## src/rtl/regfile_8x8_onehot.sv

```systemverilog
// ---------------------------------------------------------------------------
// regfile_8x8_onehot
//
// Eight-entry register bank, WIDTH bits per entry. Rows are written
// through a one-hot select (wsel) supplied by an external 3-to-8 line
// decoder. Each row carries a valid bit. Two read ports, addressed in
// binary, return data and valid bits with zero latency.
//
// A write request whose select is not exactly one-hot is rejected. No
// row changes, and a sticky error flag is raised that only reset clears.
// Accepted writes are counted in a 4-bit counter that saturates at 15.
//
// Optional build macro:
//   REGFILE_BYPASS_EN  When defined, an accepted write is forwarded
//                      combinationally to any read port that addresses
//                      the row being written in the same cycle.
//                      When undefined, the read ports show the stored
//                      value until after the clock edge.
//                      Rejected writes are never forwarded in either build.
//
// Parameters:
//   WIDTH     data width per entry (1..32)
//
// Ports:
//   clk       rising-edge clock
//   rst       synchronous, active-high reset
//   we        write request
//   wsel      one-hot row select (bit n selects entry n)
//   wdata     write data
//   raddr_a   read port A address
//   raddr_b   read port B address
//   rdata_a   entry[raddr_a]
//   rdata_b   entry[raddr_b]
//   rvalid_a  valid[raddr_a]
//   rvalid_b  valid[raddr_b]
//   sel_err   sticky flag for a write request with a non-one-hot select
//   wcount    count of accepted writes, saturating at 15
// ---------------------------------------------------------------------------
module regfile_8x8_onehot #(
  parameter int WIDTH = 8
) (
  input  logic             clk,
  input  logic             rst,
  input  logic             we,
  input  logic [7:0]       wsel,
  input  logic [WIDTH-1:0] wdata,
  input  logic [2:0]       raddr_a,
  input  logic [2:0]       raddr_b,
  output logic [WIDTH-1:0] rdata_a,
  output logic [WIDTH-1:0] rdata_b,
  output logic             rvalid_a,
  output logic             rvalid_b,
  output logic             sel_err,
  output logic [3:0]       wcount
);

  logic [WIDTH-1:0] entry [8];
  logic [7:0]       valid;

  logic sel_onehot;
  logic wr_accept;
  logic wr_reject;

  // Clearing the lowest set bit leaves zero only when at most one bit was
  // set. The non-zero test removes the empty-select case.
  // A write coinciding with reset is treated as never having happened.
  // That matters for the forwarding path, because reset is synchronous.
  always_comb begin
    sel_onehot = (wsel != 8'd0) && ((wsel & (wsel - 8'd1)) == 8'd0);
    wr_accept  = we && sel_onehot && !rst;
    wr_reject  = we && !sel_onehot;
  end

  // Row storage and valid bits. Because wsel is one-hot, at most one row
  // matches on an accepted write.
  always_ff @(posedge clk) begin
    if (rst) begin
      for (int i = 0; i < 8; i++) begin
        entry[i] <= '0;
      end
      valid <= 8'd0;
    end else if (wr_accept) begin
      for (int i = 0; i < 8; i++) begin
        if (wsel[i]) begin
          entry[i] <= wdata;
          valid[i] <= 1'b1;
        end
      end
    end
  end

  // Sticky select-error flag. It is set only by a write request, because
  // wsel is meaningless when we is low.
  always_ff @(posedge clk) begin
    if (rst) begin
      sel_err <= 1'b0;
    end else if (wr_reject) begin
      sel_err <= 1'b1;
    end
  end

  // Count of accepted writes. The counter holds at 15 instead of wrapping.
  always_ff @(posedge clk) begin
    if (rst) begin
      wcount <= 4'd0;
    end else if (wr_accept && (wcount != 4'hF)) begin
      wcount <= wcount + 4'd1;
    end
  end

  // Read ports. The stored value is always available. The forwarding build
  // overrides it with the incoming data when the addressed row is the one
  // being written this cycle.
  always_comb begin
    rdata_a  = entry[raddr_a];
    rvalid_a = valid[raddr_a];
    rdata_b  = entry[raddr_b];
    rvalid_b = valid[raddr_b];
`ifdef REGFILE_BYPASS_EN
    if (wr_accept && wsel[raddr_a]) begin
      rdata_a  = wdata;
      rvalid_a = 1'b1;
    end
    if (wr_accept && wsel[raddr_b]) begin
      rdata_b  = wdata;
      rvalid_b = 1'b1;
    end
`else
`endif
  end

endmodule

```

## config.mk

```make
export PLATFORM = sky130hd
export DESIGN_NAME = regfile_8x8_onehot
export DESIGN_NICKNAME = d
export VERILOG_FILES = /design/src/rtl/regfile_8x8_onehot.sv
export SDC_FILE = /design/constraint.sdc
export NUM_CORES = 1
export LEC_CHECK = 0
export BUFFER_PORTS_ARGS = -buffer_cell sky130_fd_sc_hd__buf_2
export CORE_UTILIZATION = 45
export DETAILED_ROUTE_END_ITERATION = 16
export GPL_TIMING_DRIVEN = 0
export PLACE_DENSITY = 0.62
export SLEW_MARGIN = 5
export SYNTH_ARGS = -nofsm -noshare
export SYNTH_HDL_FRONTEND = slang
export SYNTH_SLANG_ARGS = --single-unit
```

## constraint.sdc

```tcl
create_clock -name clk -period 3.7 [get_ports clk]
set_input_delay 0.185 -clock clk [delete_from_list [all_inputs] [get_ports clk]]
set_output_delay 0.185 -clock clk [all_outputs]
set_load 0.02 [all_outputs]
```

After elaboration in Yosys (flattened, before gate mapping). Memories as Yosys holds them, arrays and structs flattened. Cells that the tools add are included.

Bits in registers: 13. Memories kept: 1. Memory bits (writable): 64. Output and inout port bits: 23.

Eq/ne operators: 1. Bitwise logic cells: 9. Add/sub/neg operators: 2. Mux-type cells: 46. Reductions and logical operators: 17. Magnitude comparators: 2.

Memory list: entry (words 8, width 8, read ports 2, clocked after Yosys merged registers in 0, write ports 8, RTL line 57) `logic [WIDTH-1:0] entry [8];`.

Operator list (number): 8-bit 2-to-1 mux (8); 1-bit 2-to-1 mux (36); 2-bit AND reduction (8); 8-bit bitwise AND (1); 8-bit zero test (1); 3-bit by 4-bit < comparator with 1-bit output, second input constant (2); 1-bit OR (8); 8-bit nonzero test (1); 8-bit by 1-bit subtractor with 8-bit output, second input constant (1); 1-bit binary-select mux with 3-bit select (2); 1-bit logical AND (5); 4-bit by 1-bit adder with 4-bit output, second input constant (1); 4-bit inequality test, second input constant (1); 1-bit zero test (2).

Logic depth before layout (Yosys ltp). Gate-level depths: netlist of run 1.

Word-level depth: 10. Mapped depth: 7.

Worst setup path after synthesis of run 1. OpenSTA, ideal clock, no wires.

Kind: input-to-reg. Start point: input port wsel[3]. End point: memory entry[3][0], enable pin. Setup time: 330 ps. Setup slack: 1700 ps. Arrival time: 1671 ps. Path buffers: 1. Cell stages on the path: 6. Data required time: 3370 ps. Cells stage by stage: buf_4 > nor4_4 > o2111ai_2 > a211oi_4 > and2_1 > or2_1.

RTL lines: from (decl) (RTL line 45) `input logic [7:0] wsel,`; to (decl) (RTL line 57).

==> results.md, run 1 <==
* Outcome: complete, but fails checks
* Failing checks: DRC
* Starting DRT DRC Count at 184
* Synth Flop Type: edfxtp_1
* Final Util at 53.8%
* Area occupied by registers at 2180 um^2
* CTS resizes at 0
* Synth top area cells: edfxtp_1 (46%), mux4_2 (19%), dfxtp_1 (6.3%)
* Final Max Slew Viols at 0
* IO Port Bufs at 38
* Placer congestion estimate at 0.805
* Setup TNS at 0 ns
* Leak at 1.84 nW
* EDFF count, synth at 64
* Hold crit path type: primary input to register
* DR vias at 2702
* Die Height at 98.2 um
* Number of global-route vias before repair at 2711
* Worst Tran Pin Value at 1.20 ns
* Sw Share at 23.5%
* Area leader, netlist: edfxtp_1
* Largest net degree at the start of global routing at 14
* Nets at 359
* Max clock buf depth at 2
* DR WL/cell at 22.6 um
* Fin crit share at 65.0%
* Commonest non-fill, non-tap cells in the layout: edfxtp_1 (64), buf_2 (44), mux4_2 (36)
* Rows at 34
* Critical Path End Type: register
* Final setup viols at 0
* Die area at 9640 um^2
* Clock Power Share at 39.4%
* Setup CP Type: primary input to register
* CTS tree: yes
* Commonest non-fill, non-tap cell in the layout: edfxtp_1
* Crit path required time at 3.74 ns
* Register area share after synthesis at 52.4%
* Fillers at 756
* Die width at 98.2 um
* Core footprint at 8850 um^2
* GRT overflow at 0
* GR Util All Layers at 22.1%
* Synthesized area at 4160 um^2
* CTS buffer count at 9
* Max_cap viols at 0
* Syn_nets at 309
* Post-CTS Setup Bufs at 0
* Nature of the critical path startpoint: primary input
* Fin cells at 446
* Distinct cells, synth at 42
* Final min period at 2.41 ns
* Starting Density at 47.0%
* Worst Path Max Fanout at 9
* Clk sink count at 77
* Antenna violations before repair at 0
* PD cells at 446 nW/um^2
* Psw at 0.498 mW
* Final ANT Viol Nets at 0
* # hold bufs at CTS at 0
* Final Skew at 0.00237 ns
* Worst EP arrival at 2.45 ns
* Fmax at 0.416 GHz
* DRC errors left at 4
* Flop pwr share at 47.3%
* Antenna cells at 0
* Drt pass-1 iters at 10
* Cells after synthesis at 283
* Placed insts at 430
* Ratio of cells with drive above 1 in the final layout at 38.8%
* Clock transition at the registers of the reported paths at 0.08 ns
* First-pass GRT wire length at 15200 um
* Worst-Skew Late Latency at 0.35 ns
* RSZ-0062 raised after global routing: no
* Ys async rst share at 0%
* Top Ports at 48
* Routed wire length at 10100 um
* Max-slew headroom at 19.5%
* Via density at 6.06
* DP Wirelength at 6970 um
* Worst setup margin at 1.29 ns
* Area of the multi-input gates at 1840 um^2
* H-tree depth at 3
* Yosys top cell area share at 46.2%
* Comb pwr share at 13.3%
* Seq cells post-synth at 77
* Clock root buffer: clkbuf_8
* Synth warn at 0
* Final hold violations at 0
* Syn-to-layout area delta at 14.3%
* Setup WS pre-CTS at 0.984 ns
* Internal Dissipation at 1.62 mW
* Avg Cell Area, Syn at 14.7 um^2
* Max IR drop VDD at 0.197 mV
[per-stage QoR]
step / hold slack, ns / total power [mW] / instance area, um^2
after floorplan: 0.373 / 1.21 / 4160
after global placement: 0.452 / 1.30 / 4490
after detailed placement: 0.459 / 1.31 / 4500
after CTS: 0.156 / 2.13 / 4760
after global routing: 0.197 / 2.17 / 4760
final: 0.164 / 2.12 / 4760
[worst paths after layout]
check                              endpoint  cells past startpoint      start  slack [ns]
worst max-delay path            entry[0][3]                      5    wsel[2]        1.29
worst min-delay path                sel_err                      3         we        0.16
worst max register to register    wcount[1]                      4  wcount[0]        2.36
worst min register to register     valid[2]                      1   valid[2]        0.47
[kinds of logic after synthesis]
logic type	synth area share, %
AOI/OAI and AO/OA	5.14
xor gates and xnor gates	0.210
adders and majority gates	0.301
buffers and inverters	3.43
DFF	52.4
muxes	24.3
and+or+nand+nor	14.2
[per-layer routing]
metal / vias up / track usage (%) / routed length (um)
met3: 16 / 2.86 / 424
met5: - / 0 / 0
met2: 88 / 37.1 / 5020
met1: 1365 / 28.5 / 4370
li1: 1233 / - / -
met4: 0 / 10.8 / 258
[critical path: stages]
cell and delay [ns]:
buf_2 0.13, o41ai_1 0.44, o311ai_2 0.27, nor3_1 1.00, or2_2 0.42
[final cells by class]
class / instances / area share [%]
Buffer: 24 / 2.84
Clock buffer: 10 / 2.68
Clock inverter: 6 / 2.81
Inverter: 2 / 0.158
Multi-Input combinational cell: 180 / 38.6
Sequential cell: 77 / 45.9
Tap cell: 108 / 2.84
Timing Repair Buffer: 39 / 4.16
[flip-flops by register name, indices dropped and copies added, names as in the netlist]
register,cells
entry,64
wcount,4
valid,8
sel_err,1
[cell usage after synthesis, types with 2 or more instances]
master,count
edfxtp_1,64
mux4_2,36
and3_1,32
and2_1,21
mux2_2,18
dfxtp_1,13
clkbuf_1,8
nand2_1,8
nor2b_1,8
nor3_1,8
nor2_1,7
buf_2,6
a21oi_1,5
a21o_1,4
buf_1,4
buf_6,4
or2_2,4
o21ai_0,3
a211oi_1,2
and4b_1,2
buf_4,2
inv_1,2
nand3_1,2
nor3b_1,2
[power groups by stage]
stage               sequential [mW]  clock (mW)  combinational (mW)
detailed placement             1.02           0               0.281
CTS                            1.00       0.839               0.282
finish                         1.00       0.836               0.281
floorplan                      1.02           0               0.189
global route                   1.01       0.865               0.297
global placement               1.02           0               0.278
Note: power is estimated with default switching activity, not from simulation.
==> inputs of run 2 (changes only) <==
==> constraint.sdc (replaced) <==
create_clock -name clk -period 2.4 [get_ports clk]
set_input_delay 0.12 -clock clk [delete_from_list [all_inputs] [get_ports clk]]
set_output_delay 0.12 -clock clk [all_outputs]
set_load 0.02 [all_outputs]
==> run 2 against run 1 <==
Compared with the run above: count of clock-buffer cells in the layout unchanged; critical endpoint is now rdata_a[2]; flip-flop and latch count unchanged; die area unchanged; the flow still finishes with violations (DRC); largest cell class unchanged; critical path type is now primary input to output pin; first-iteration DRC count unchanged.
==> results.md, run 2 (synthesized netlist as in run 1, its figures left out) <==
* Outcome: complete, but fails checks
* Failing checks: DRC
* Starting Density at 47.0% (unchanged)
* Rows at 34 (unchanged)
* Family with the most delay on the worst path: buffers and inverters
* # hold bufs at CTS at 0 (unchanged)
* Most flop-heavy register: entry
* Die width at 98.2 um (unchanged)
* DR vias at 2702 (unchanged)
* GRT overflow at 0 (unchanged)
* Leak at 1.84 nW (about the same)
* IO Port Bufs at 38 (unchanged)
* Placer congestion estimate at 0.805 (unchanged)
* Critical Path End Type: output pin
* Worst setup margin at 0.156 ns (-1.14 ns)
* Final Max Slew Viols at 0 (unchanged)
* Worst EP arrival at 2.12 ns (-0.33 ns)
* Hold crit path type: primary input to register
* Ratio of cells with drive above 1 in the final layout at 39.1% (+0.30 points)
* Max-slew headroom at 30.8% (+11 points)
* Setup WS pre-CTS at -0.251 ns (-1.24 ns)
* Max IR drop VDD at 0.304 mV (+54%)
* Final Skew at 0.00237 ns (unchanged)
* CP max stage delay at 0.62 ns (-0.38 ns)
* Setup CP Type: primary input to output pin
* Antenna cells at 0 (unchanged)
* Number of global-route vias before repair at 2711 (unchanged)
* Worst Path Max Fanout at 10 (+1)
* Core footprint at 8850 um^2 (unchanged)
* RSZ-0062 raised after global routing: no
* GR Util All Layers at 22.1% (unchanged)
* Commonest non-fill, non-tap cells in the layout: edfxtp_1 (64), buf_2 (44), mux4_2 (36)
* Final hold violations at 0 (unchanged)
* Clk sink count at 77 (unchanged)
* DRC errors left at 4 (unchanged)
* Final ANT Viol Nets at 0 (unchanged)
* Antenna violations before repair at 0 (unchanged)
* Number of flip-flops in the largest register at 64 (unchanged)
* CP max-delay cell: clkbuf_1
* Die area at 9640 um^2 (unchanged)
* Largest net degree at the start of global routing at 14 (unchanged)
* Clock transition at the registers of the reported paths at 0.08 ns (about the same)
* Fmax at 0.446 GHz
* Clock root buffer: clkbuf_8
* Max_cap viols at 0 (unchanged)
* DR WL/cell at 22.6 um (unchanged)
* Syn-to-layout area delta at 14.4%
* Top Ports at 48 (unchanged)
* Crit path required time at 2.28 ns (-1.46 ns)
* Fin cells at 446 (unchanged)
* Fin crit share at 93.5%
* Nature of the critical path startpoint: primary input
* CTS tree: yes
* Final min period at 2.24 ns
* Worst-Skew Late Latency at 0.35 ns (about the same)
* Via density at 6.06 (unchanged)
* Final setup viols at 0 (unchanged)
* Crit-path cells: buf_1 -> clkbuf_1 -> mux4_2 -> mux2_2 -> buf_2
* Top flop regs: entry x64, valid x8, wcount x4
* Nets at 359 (unchanged)
* Buf/Inv on CP at 3 (+2)
* Commonest non-fill, non-tap cell in the layout: edfxtp_1
* Worst Tran Pin Value at 1.03 ns (-0.167 ns)
* DP Wirelength at 6970 um (unchanged)
* PD cells at 687 nW/um^2 (+54%)
* Max clock buf depth at 2 (unchanged)
* Placed insts at 430 (unchanged)
* Die Height at 98.2 um (unchanged)
* CTS buffer count at 9 (unchanged)
* H-tree depth at 3 (unchanged)
* Drt pass-1 iters at 10 (unchanged)
* First-pass GRT wire length at 15200 um (unchanged)
* Fillers at 755 (-0.13%)
* Routed wire length at 10100 um (unchanged)
* Starting DRT DRC Count at 184 (unchanged)
run 2: cell counts in the layout (fill, tap and decap cells not counted):
No cell type changed its count.
run 2: worst register-to-register path: stages (launching register included):
cell and delay [ns]:
dfxtp_1 0.43, ha_1 0.25, nand3_1 0.14, and2_1 0.20
a31o_2 0.23
run 2: layer usage:
layer  share of wire [%]  up-vias  track usage (%)
li1                    -     1233                -
met1                  43     1365             28.5
met2                  50       88             37.1
met3                 4.2       16             2.86
met4                 2.6        0             10.8
met5                   0        -                0
run 2: metrics by stage:
stage                     hold WS [ns]  area (um^2)  total power [mW]  utilization, %  setup TNS [ns]
final                           0.0994         4760              3.27            53.8               0
after global routing             0.132         4760              3.35            53.8               0
after CTS                       0.0908         4760              3.28            53.8               0
after global placement           0.452         4490              2.00            50.7           -4.05
after floorplan                  0.308         4160              1.86               -               0
after detailed placement         0.459         4500              2.01            50.8           -2.85
run 2: cell type report:
cell class	instances	area [um^2]	share of cell area (%)
Timing Repair Buffer	39	198	4.15
Clock inverter	6	134	2.81
Tap cell	108	135	2.84
Inverter	2	7.51	0.158
Clock buffer	10	128	2.68
Sequential cell	77	2180	45.8
Buffer	24	135	2.84
Multi-Input combinational cell	180	1840	38.7
run 2: power by group:
group	internal, mW	switching [mW]	total, mW
Sequential	1.51	0.0333	1.55
Clock	0.798	0.490	1.29
Combinational	0.190	0.244	0.434
Total	2.50	0.767	3.27
run 2: path summary, 6_finish.rpt:
| path | depth (start not counted) | to | from | slack (ns) |
|---|---|---|---|---|
| max | 5 | rdata_a[2] | raddr_a[1] | 0.16 |
| min | 3 | sel_err | we | 0.1 |
| min reg2reg | 1 | valid[2] | valid[2] | 0.47 |
| max reg2reg | 4 | wcount[1] | wcount[0] | 1.06 |
run 2: repair_timing:
item | CTS | global route
setup endpoints to repair | 0 | 8
buffers inserted | 0 | 0
endpoints found under the hold margin | 0 | 0
gates resized for setup | 0 | 1
==> inputs of run 3 (changes only) <==
--- a/config.mk
+++ b/config.mk
@@ -5,6 +5,7 @@
 export SDC_FILE = /design/constraint.sdc
 export NUM_CORES = 1
 export LEC_CHECK = 0
+export ABC_AREA = 1
 export BUFFER_PORTS_ARGS = -buffer_cell sky130_fd_sc_hd__buf_2
 export CORE_UTILIZATION = 45
 export DETAILED_ROUTE_END_ITERATION = 16
==> run 3 against run 2 <==
Compared with the run above: die area down 1.5%; clock skew down 0.0021 ns; sequential power about the same; the flow now finishes without violations; largest cell class unchanged; setup slack gained 0.40 ns; non-clock buffer count up 4; critical path depth rose by 2; fmax increased by 22%.
==> results.md, run 3 <==
* Outcome: completed
* Most flop-heavy register: entry
* Ratio of cells with drive above 1 in the final layout at 15.3% (-24 points)
* Crit path required time at 2.28 ns (about the same)
* Synth warn at 0 (unchanged)
* Fmax at 0.544 GHz (+22%)
* Critical Path End Type: output pin
* Internal Dissipation at 2.33 mW (-6.9%)
* Nature of the critical path startpoint: primary input
* Top Ports at 48 (unchanged)
* Distinct cells, synth at 27 (-36%)
* DRC errors left at 0 (-4)
* Rows at 34 (unchanged)
* DP Wirelength at 8770 um (+26%)
* Starting Density at 46.8% (-0.26 points)
* Max clock buf depth at 2 (unchanged)
* Crit-path cells: buf_2 -> clkinv_1 -> clkbuf_1 -> o21ai_0 -> a21oi_1 -> a31oi_1 -> buf_2
* Top flop regs: entry x64, valid x8, wcount x4
* Register area share after synthesis at 53.2% (+0.80 points)
* Comb pwr share at 13.6% (+0.3 points)
* Final setup viols at 0 (unchanged)
* Worst-Skew Late Latency at 0.35 ns (about the same)
* Seq cells post-synth at 77 (unchanged)
* Clock Power Share at 38.0% (-1.4 points)
* H-tree depth at 3 (unchanged)
* DR WL/cell at 19.1 um (-16%)
* EDFF count, synth at 64 (unchanged)
* Max IR drop VDD at 0.290 mV (-4.6%)
* Hold crit path type: primary input to register
* CP max stage delay at 0.39 ns (-0.23 ns)
* Antenna cells at 0 (unchanged)
* Die width at 97.5 um (-0.74%)
* CTS resizes at 0 (unchanged)
* Final Max Slew Viols at 0 (unchanged)
* Total chip power at 3.18 mW (-2.6%)
* Setup TNS at 0 ns (unchanged)
* CP max-delay cell: o21ai_0
* Clock root buffer: clkbuf_8
* Final ANT Viol Nets at 0 (unchanged)
* Leak at 1.84 nW (+0.15%)
* Die Height at 97.5 um (-0.74%)
* Clock transition at the registers of the reported paths at 0.08 ns (about the same)
* Antenna violations before repair at 0 (unchanged)
* Number of flip-flops in the largest register at 64 (unchanged)
* Ys async rst share at 0% (unchanged)
* Max_cap viols at 0 (unchanged)
* First-pass GRT wire length at 19100 um (+26%)
* CTS buffer count at 9 (unchanged)
* Post-synth top cells: nor2_1 (84), o21ai_0 (72), edfxtp_1 (64)
* Commonest non-fill, non-tap cell in the layout: nor2_1
* Setup CP Type: primary input to output pin
* Synth top area cells: edfxtp_1 (47%), o21ai_0 (8.8%), nor2_1 (7.7%)
* Area leader, netlist: edfxtp_1
* CTS tree: yes
* GRT overflow at 0 (unchanged)
* DP Area at 4450 um^2 (-1.0%)
* Via density at 5.75 (-5.0%)
* Nets at 557 (+55%)
* Final hold violations at 0 (unchanged)
* Routed wire length at 12300 um (+22%)
* GR Util All Layers at 26.9% (+4.8 points)
* PD cells at 678 nW/um^2 (-1.3%)
* Max-slew headroom at 59.2% (+28 points)
* Synthesized area at 4100 um^2 (-1.5%)
* Clk sink count at 77 (unchanged)
* Avg Cell Area, Syn at 8.60 um^2 (-42%)
* Fin crit share at 76.6% (-17 points)
* Worst Tran Pin Value at 0.612 ns (-0.418 ns)
* Syn-to-layout area delta at 14.5%
* Starting DRT DRC Count at 405 (+120%)
* Count leader, synth: nor2_1
* Final Skew at 0.000281 ns (-0.00209 ns)
* Sw Share at 26.8% (+3.4 points)
* RSZ-0062 raised after global routing: no
* Die area at 9500 um^2 (-1.5%)
* Synth Flop Type: edfxtp_1
* Syn_nets at 503 (+63%)
* Number of global-route vias before repair at 3402 (+25%)
* Commonest non-fill, non-tap cells in the layout: nor2_1 (84), o21ai_0 (72), edfxtp_1 (64)
* Worst Path Max Fanout at 10 (unchanged)
* Flop pwr share at 48.5% (+1.2 points)
* Core footprint at 8760 um^2 (-0.96%)
* # hold bufs at CTS at 0 (unchanged)
* DR vias at 3706 (+37%)
* IO Port Bufs at 43 (+13%)
* Final min period at 1.84 ns (-0.404 ns)
* Post-CTS Setup Bufs at 0 (unchanged)
* Yosys top cell area share at 46.9% (+0.70 points)
* Worst EP arrival at 1.72 ns (-0.40 ns)
* Top cell by count, worst path: buf_2
* Final Instance Area at 4700 um^2 (-1.4%)
* Largest net degree at the start of global routing at 15 (+1)
* Placer congestion estimate at 0.972 (+21%)
* Psw at 0.855 mW (+11%)
* Cells after synthesis at 477 (+69%)
* Drt pass-1 iters at 5 (-5)
-- run 3: layer usage --
metal	up-vias	global-route usage (%)	part of all wire, %
met5	-	0	0
met4	0	8.94	2.0
met3	23	3.74	8.0
met2	184	41.1	45
met1	1748	39.4	45
li1	1751	-	-
-- run 3: cells by family (layout without fill, tap and decap cells) --
group,after synthesis,after routing,share of synthesized area (%)
xor gates and xnor gates,2,2,0.427
DFF,77,77,53.2
adders and majority gates,1,1,0.305
buffers and inverters,76,135,7.42
AOI/OAI and AO/OA,158,158,21.2
and+or+nand+nor,163,163,17.5
-- run 3: power by group through the flow --
| stage | combinational, mW | sequential (mW) | clock [mW] |
|---|---|---|---|
| after floorplan | 0.265 | 1.56 | 0 |
| after global placement | 0.415 | 1.57 | 0 |
| after detailed placement | 0.422 | 1.57 | 0 |
| after CTS | 0.423 | 1.54 | 1.22 |
| after global routing | 0.471 | 1.55 | 1.27 |
| final | 0.433 | 1.54 | 1.21 |
-- run 3: worst max-delay path, delay by kind of cell --
family	cells	cell delay, ns
compound gates	3	0.68
buf+inv	4	0.91
-- run 3: through the flow --
stage | worst slack, ns | hold slack (ns) | utilization (%) | cells
2_1_floorplan | 0.883 | 0.304 | - | 477
3_3_place_gp | 0.465 | 0.449 | 50.8 | 628
3_5_place_dp | 0.430 | 0.459 | 50.8 | 628
4_1_cts | 0.608 | 0.0788 | 53.6 | 644
5_1_grt | 0.456 | 0.0958 | 53.6 | 644
6_report | 0.561 | 0.0858 | 53.6 | 644
-- run 3: cell type report --
class                           instances  area (um^2)
Fill cell                             853         4070
Sequential cell                        77         2180
Multi-Input combinational cell        324         1610
Timing Repair Buffer                   43          215
Inverter                               52          195
Tap cell                              108          135
Clock buffer                            9          124
Clock inverter                          7          121
Buffer                                 24          109
-- run 3: path summary, 6_finish.rpt --
kind,from,to,slack [ns],depth (start not counted)
min,wsel[7],valid[7],0.09,3
max,raddr_a[0],rdata_a[7],0.56,7
max reg2reg,wcount[0],wcount[0],1.20,6
min reg2reg,sel_err,sel_err,0.49,2
